==> config.mk <==
export PLATFORM = sky130hd
export DESIGN_NAME = dyn_reconf_bank
export DESIGN_NICKNAME = d
export VERILOG_FILES = /design/src/rtl/dyn_reconf_bank.sv
export SDC_FILE = /design/constraint.sdc
export NUM_CORES = 1
export LEC_CHECK = 0
export ABC_AREA = 1
export BUFFER_PORTS_ARGS = -buffer_cell sky130_fd_sc_hd__buf_2
export CAP_MARGIN = 25
export CORE_ASPECT_RATIO = 1.2
export CORE_MARGIN = 5
export CORE_UTILIZATION = 40
export DETAILED_ROUTE_END_ITERATION = 8
export GPL_TIMING_DRIVEN = 0
export SLEW_MARGIN = 20
export SYNTH_ARGS = -nofsm -noshare
export SYNTH_HDL_FRONTEND = slang
export SYNTH_SLANG_ARGS = --single-unit
==> constraint.sdc <==
create_clock -name DCLK -period 3.4 [get_ports DCLK]
set_input_delay 0.17 -clock DCLK [delete_from_list [all_inputs] [get_ports DCLK]]
set_output_delay 0.17 -clock DCLK [all_outputs]
set_load 0.02 [all_outputs]
==> src/rtl/dyn_reconf_bank.sv <==
// DRP register bank with a configurable address map, reset values, read-only mask and access latency.
// Write strobes let the clocking core react to each committed reconfiguration write.
module dyn_reconf_bank #(
  parameter int                          DATA_W    = 16,
  parameter int                          ADDR_W    = 7,
  parameter int                          NUM_REGS  = 23,
  parameter logic [NUM_REGS*ADDR_W-1:0]  ADDR_MAP  = {7'h4F, 7'h4E, 7'h28, 7'h1A, 7'h19, 7'h18,
                                                      7'h16, 7'h15, 7'h14, 7'h13, 7'h12, 7'h11,
                                                      7'h10, 7'h0F, 7'h0E, 7'h0D, 7'h0C, 7'h0B,
                                                      7'h0A, 7'h09, 7'h08, 7'h07, 7'h06},
  parameter logic [NUM_REGS*DATA_W-1:0]  RESET_VAL = '0,
  parameter logic [NUM_REGS-1:0]         RO_MASK   = '0,
  parameter int                          LATENCY   = 1
) (
  input  logic                         DCLK,
  input  logic                         RST_N,
  input  logic                         PWRDWN,
  input  logic [ADDR_W-1:0]            DADDR,
  input  logic                         DEN,
  input  logic                         DWE,
  input  logic [DATA_W-1:0]            DI,
  output logic [DATA_W-1:0]            DO,
  output logic                         DRDY,
  output logic                         DERR,
  output logic                         DOVL,
  output logic [NUM_REGS*DATA_W-1:0]   REGS,
  output logic [NUM_REGS-1:0]          REG_WR_STB
);

  // Counter holds LATENCY-1, so 3 bits cover the full 1..8 latency range.
  localparam int CNT_W = 3;
  localparam int IDX_W = (NUM_REGS > 1) ? $clog2(NUM_REGS) : 1;

  typedef enum logic {IDLE, BUSY} state_t;

  state_t              state;
  logic [CNT_W-1:0]    cnt;
  logic [ADDR_W-1:0]   addr_p0;
  logic                we_p0;
  logic [DATA_W-1:0]   di_p0;
  logic [DATA_W-1:0]   regs_q [NUM_REGS];
  logic                hit;
  logic [IDX_W-1:0]    hit_idx;

  // Descending scan so the lowest matching index is the last one assigned.
  always_comb begin
    hit     = 1'b0;
    hit_idx = '0;
    for (int i = NUM_REGS - 1; i >= 0; i--) begin
      if (addr_p0 == ADDR_MAP[i*ADDR_W +: ADDR_W]) begin
        hit     = 1'b1;
        hit_idx = IDX_W'(i);
      end
    end
  end

  for (genvar g = 0; g < NUM_REGS; g++) begin : g_regs
    assign REGS[g*DATA_W +: DATA_W] = regs_q[g];
  end

  // ---- stage p0: request capture (data path, no reset) ----
  always_ff @(posedge DCLK) begin
    if (state == IDLE && DEN && !PWRDWN) begin
      addr_p0 <= DADDR;
      we_p0   <= DWE;
      di_p0   <= DI;
    end
  end

  // ---- access FSM, commit and response ----
  always_ff @(posedge DCLK) begin
    if (!RST_N) begin
      state      <= IDLE;
      cnt        <= '0;
      DO         <= '0;
      DRDY       <= 1'b0;
      DERR       <= 1'b0;
      DOVL       <= 1'b0;
      REG_WR_STB <= '0;
      for (int i = 0; i < NUM_REGS; i++) begin
        regs_q[i] <= RESET_VAL[i*DATA_W +: DATA_W];
      end
    end else if (PWRDWN) begin
      state      <= IDLE;
      cnt        <= '0;
      DO         <= '0;
      DRDY       <= 1'b0;
      DERR       <= 1'b0;
      REG_WR_STB <= '0;
    end else begin
      DRDY       <= 1'b0;
      DERR       <= 1'b0;
      REG_WR_STB <= '0;
      case (state)
        IDLE: begin
          if (DEN) begin
            cnt   <= CNT_W'(LATENCY - 1);
            state <= BUSY;
          end
        end
        BUSY: begin
          if (DEN) begin
            DOVL <= 1'b1;
          end
          if (cnt != '0) begin
            cnt <= cnt - 1'b1;
          end else begin
            state <= IDLE;
            DRDY  <= 1'b1;
            if (we_p0) begin
              if (hit && !RO_MASK[hit_idx]) begin
                regs_q[hit_idx]     <= di_p0;
                REG_WR_STB[hit_idx] <= 1'b1;
              end else begin
                DERR <= 1'b1;
              end
            end else if (hit) begin
              DO <= regs_q[hit_idx];
            end else begin
              DO   <= '0;
              DERR <= 1'b1;
            end
          end
        end
        default: state <= IDLE;
      endcase
    end
  end

endmodule

==> flow_metrics.tcl <==
set metrics [dict create \
    vias 19080 \
    postPlaceCellArea_um2 23780 \
    whs_path_depth 2 \
    dieArea_um2 56320 \
    skew_ns 0.02135 \
    ioPinCount 438 \
    fin_crit_sh_pct 97.78 \
    r2r_end "regs_q[1][15]" \
    coreArea_um2 51240 \
    gp_congestion 1.010 \
    cp_num_buf_inv 5 \
    cp.required_ns 3.69 \
    cp_slowest_stage_delay_ns 0.44 \
    syn_area_per_cell_um2 9.457 \
    grt_usage_pct 35.65 \
    crit_fanout 16 \
    yosys.area.top_type "edfxtp_1" \
    whs_endpoint "DOVL" \
    overflow 0 \
    arrival_ns 3.61 \
    dr.first_iter.drc_count 2554 \
    final_core_util_pct 51.26 \
    peakVddDrop_mv 0.3669 \
    clkLatencyLatePin_ns 0.61 \
    async_flop_share_pct 0 \
    cpLargestDelayFamily "simple AND/OR/NAND/NOR gates" \
    synth_most_common_cell "nor2_1" \
    drv_cap 0 \
    clk_pin_slew_ns 0.06 \
    setup_violations 0 \
    fillers 4812 \
    wl_um 104700 \
    end_kind "flip-flop" \
    crit_path_cell_trace "nor2_2 -> nand2_1 -> nor2_1 -> o21ai_1 -> nand3_1 -> nand2_1 -> nand2_1 -> buf_6 -> inv_2 -> clkbuf_4 -> nand2_2 -> clkinvlp_4 -> nand2_4 -> buf_6 -> nand2_4" \
    cp-start-kind "flip-flop" \
    whs_ns 0.1587 \
    worst_pin_slew_ns 1.175 \
    cp_slowest_cell "edfxtp_1" \
    ys_types 33 \
    first_global_vias 18360 \
    synth.area.top_cells "edfxtp_1 59%, nor2_1 11%, nand2_1 8.3%" \
    p_leak_nw 12.29 \
    synth_top_flop_cell "edfxtp_1" \
    r2r_slack_ns 0.08 \
    pwr_density_cell_nw_per_um2 497.4 \
    finalHoldViolations 0 \
    outcome "complete, no violations" \
    yosys_warnings 0 \
    dp.cells 3290 \
    drcViolationCount 0 \
    cts_inserted_buffers 48 \
    fin_crit_ns 3.325 \
    antenna_found_initial 3 \
    syn_inst 2185 \
    num_rows 91 \
    via_per_inst 5.569 \
    fin_nets 2768 \
    htree_levels 2 \
    cts_tree "done" \
    start_util_pct 40.33 \
    fin_area_um2 26260 \
    die_w_um 217.5 \
    die_h_um 259.0 \
    drive_above_1_share_pct 27.58 \
    ys_seq_area_share_pct 63.75 \
    port_buffers 436 \
    hpwlAfterDp_um 76660 \
    finalNonFillerCells 3426 \
    layout-area-overhead-vs-synth_pct 27.10 \
    slew_headroom_pct 21.68 \
    synth_edf_count 408 \
    synth.cells.most_frequent "611 x nor2_1, 455 x nand2_1, 408 x edfxtp_1" \
    first_pass_iters 8 \
    root_buffer "clkbuf_16" \
    synth_area_um2 20660 \
    clockBufferDepth 3 \
    cts_sinks 454 \
    path_common_cell "nand2_1" \
    fmax_ghz 0.3008 \
    ys_ff_latch 454 \
    synth_top_area_share_pct 59.29 \
    slew_violations 0 \
    holdCritStartpoint "RST_N" \
    ff2ff_path_depth 15 \
    r2r-start "addr_p0[5]" \
    drt.antenna.violating_nets 0 \
    crit_type "reg2reg" \
    grt_max_degree 24 \
    hp-class "in2reg" \
    grt_pass1_wl_um 139500 \
    wl_per_cell_um 30.55 \
]
-- flip-flops by register name, indices dropped and copies added (netlist names) --
name / count
we_p0: 1
REG_WR_STB: 23
DO: 16
addr_p0: 7
DRDY: 1
DOVL: 1
regs_q: 384
cnt: 3
di_p0: 16
DERR: 1
state: 1
-- worst reg2reg max path: cells and delay by family, from the launching register on --
kind / cells / cell delay [ns]
and+or+nand+nor: 9 / 1.44
buffers and inverters: 5 / 0.98
DFF: 1 / 0.44
AOI/OAI and AO/OA: 1 / 0.15
-- worst max-delay path by stage --
stage | cells past startpoint | endpoint | startpoint | slack [ns]
2_1_floorplan | 11 | regs_q[3][0] | addr_p0[2] | 0.50
3_3_place_gp | 15 | regs_q[10][0] | addr_p0[1] | -0.99
3_5_place_dp | 15 | regs_q[10][10] | addr_p0[1] | -0.96
4_1_cts | 15 | regs_q[19][6] | addr_p0[0] | -0.009
5_1_grt | 17 | DO[13] | addr_p0[2] | -0.03
6_report | 15 | regs_q[1][15] | addr_p0[5] | 0.08
-- where the power goes --
part	internal, mW	switching [mW]	total [mW]
Combinational	0.319	0.977	1.30
Clock	3.03	2.35	5.38
Sequential	6.23	0.155	6.39
Total	9.59	3.48	13.1
-- area by class of cell --
class                   instances  area, um2  share of cell area [%]
diodes                          1      2.502                0.009528
repair buffers                489       2744                   10.45
well taps                     651      814.5                   3.101
clock inverters                21      216.5                  0.8242
multi-input cells            1424       6470                   24.64
inverters                     191      726.9                   2.768
plain buffers                 130      790.8                   3.011
flip-flops and latches        454      13170                   50.16
clock buffers                  65       1325                   5.045
-- timing repair --
action / CTS / global route
hold buffers: 26 / 0
buffers inserted: 10 / 14
setup endpoints to repair: 483 / 356
pin swaps: 2 / 4
endpoints found under the hold margin: 29 / 0
gates resized for setup: 83 / 93
gates cloned: 0 / 1
-- through the flow --
stage          TNS [ns]  power [mW]  worst slack, ns
6_report              0       13.06          0.07541
5_1_grt         -0.4020       13.30         -0.02517
4_1_cts         -0.2512       12.96        -0.009486
3_5_place_dp    -228.03       7.685          -0.9629
3_3_place_gp    -225.12       7.671          -0.9883
2_1_floorplan         0       7.056           0.5031
-- cell families (layout without fill, tap and decap cells) --
| family | Yosys count | after routing | synth area share, % |
|---|---|---|---|
| DFF | 454 | 454 | 63.75 |
| other | 1 | 17 | 0.01815 |
| AOI/OAI and AO/OA | 130 | 130 | 3.227 |
| and+or+nand+nor | 1275 | 1276 | 26.36 |
| buffers and inverters | 323 | 896 | 6.527 |
| adders and majority gates | 2 | 2 | 0.1211 |
-- cells in the final DEF, fill, tap and decap left out, types with 6 or more instances in the layout --
| cell | instances |
|---|---|
| inv_2 | 21 |
| nor3_1 | 7 |
| clkinv_2 | 8 |
| nand3_1 | 67 |
| clkbuf_16 | 48 |
| buf_4 | 31 |
| clkbuf_2 | 41 |
| buf_12 | 7 |
| nor2_1 | 604 |
| buf_2 | 451 |
| o21ai_0 | 114 |
| clkbuf_1 | 43 |
| nand3b_1 | 61 |
| o21ai_1 | 6 |
| clkbuf_4 | 10 |
| nand2_4 | 31 |
| buf_6 | 19 |
| nand2_2 | 15 |
| nand2_1 | 427 |
| inv_1 | 167 |
| dfxtp_1 | 46 |
| clkinv_1 | 6 |
| clkbuf_8 | 6 |
| nor2_2 | 46 |
| edfxtp_1 | 408 |
| dlygate4sd3_1 | 26 |
| conb_1 | 16 |
-- layer usage --
layer,wire [um],track usage (%),vias to the layer above,part of all wire (%)
li1,-,-,8112,-
met1,37450,44.38,9296,36
met2,48850,57.80,1358,47
met3,11000,7.850,312,11
met4,7367,19.84,2,7.0
met5,13,0,-,0.012
Power figures use the tool's default switching activity.
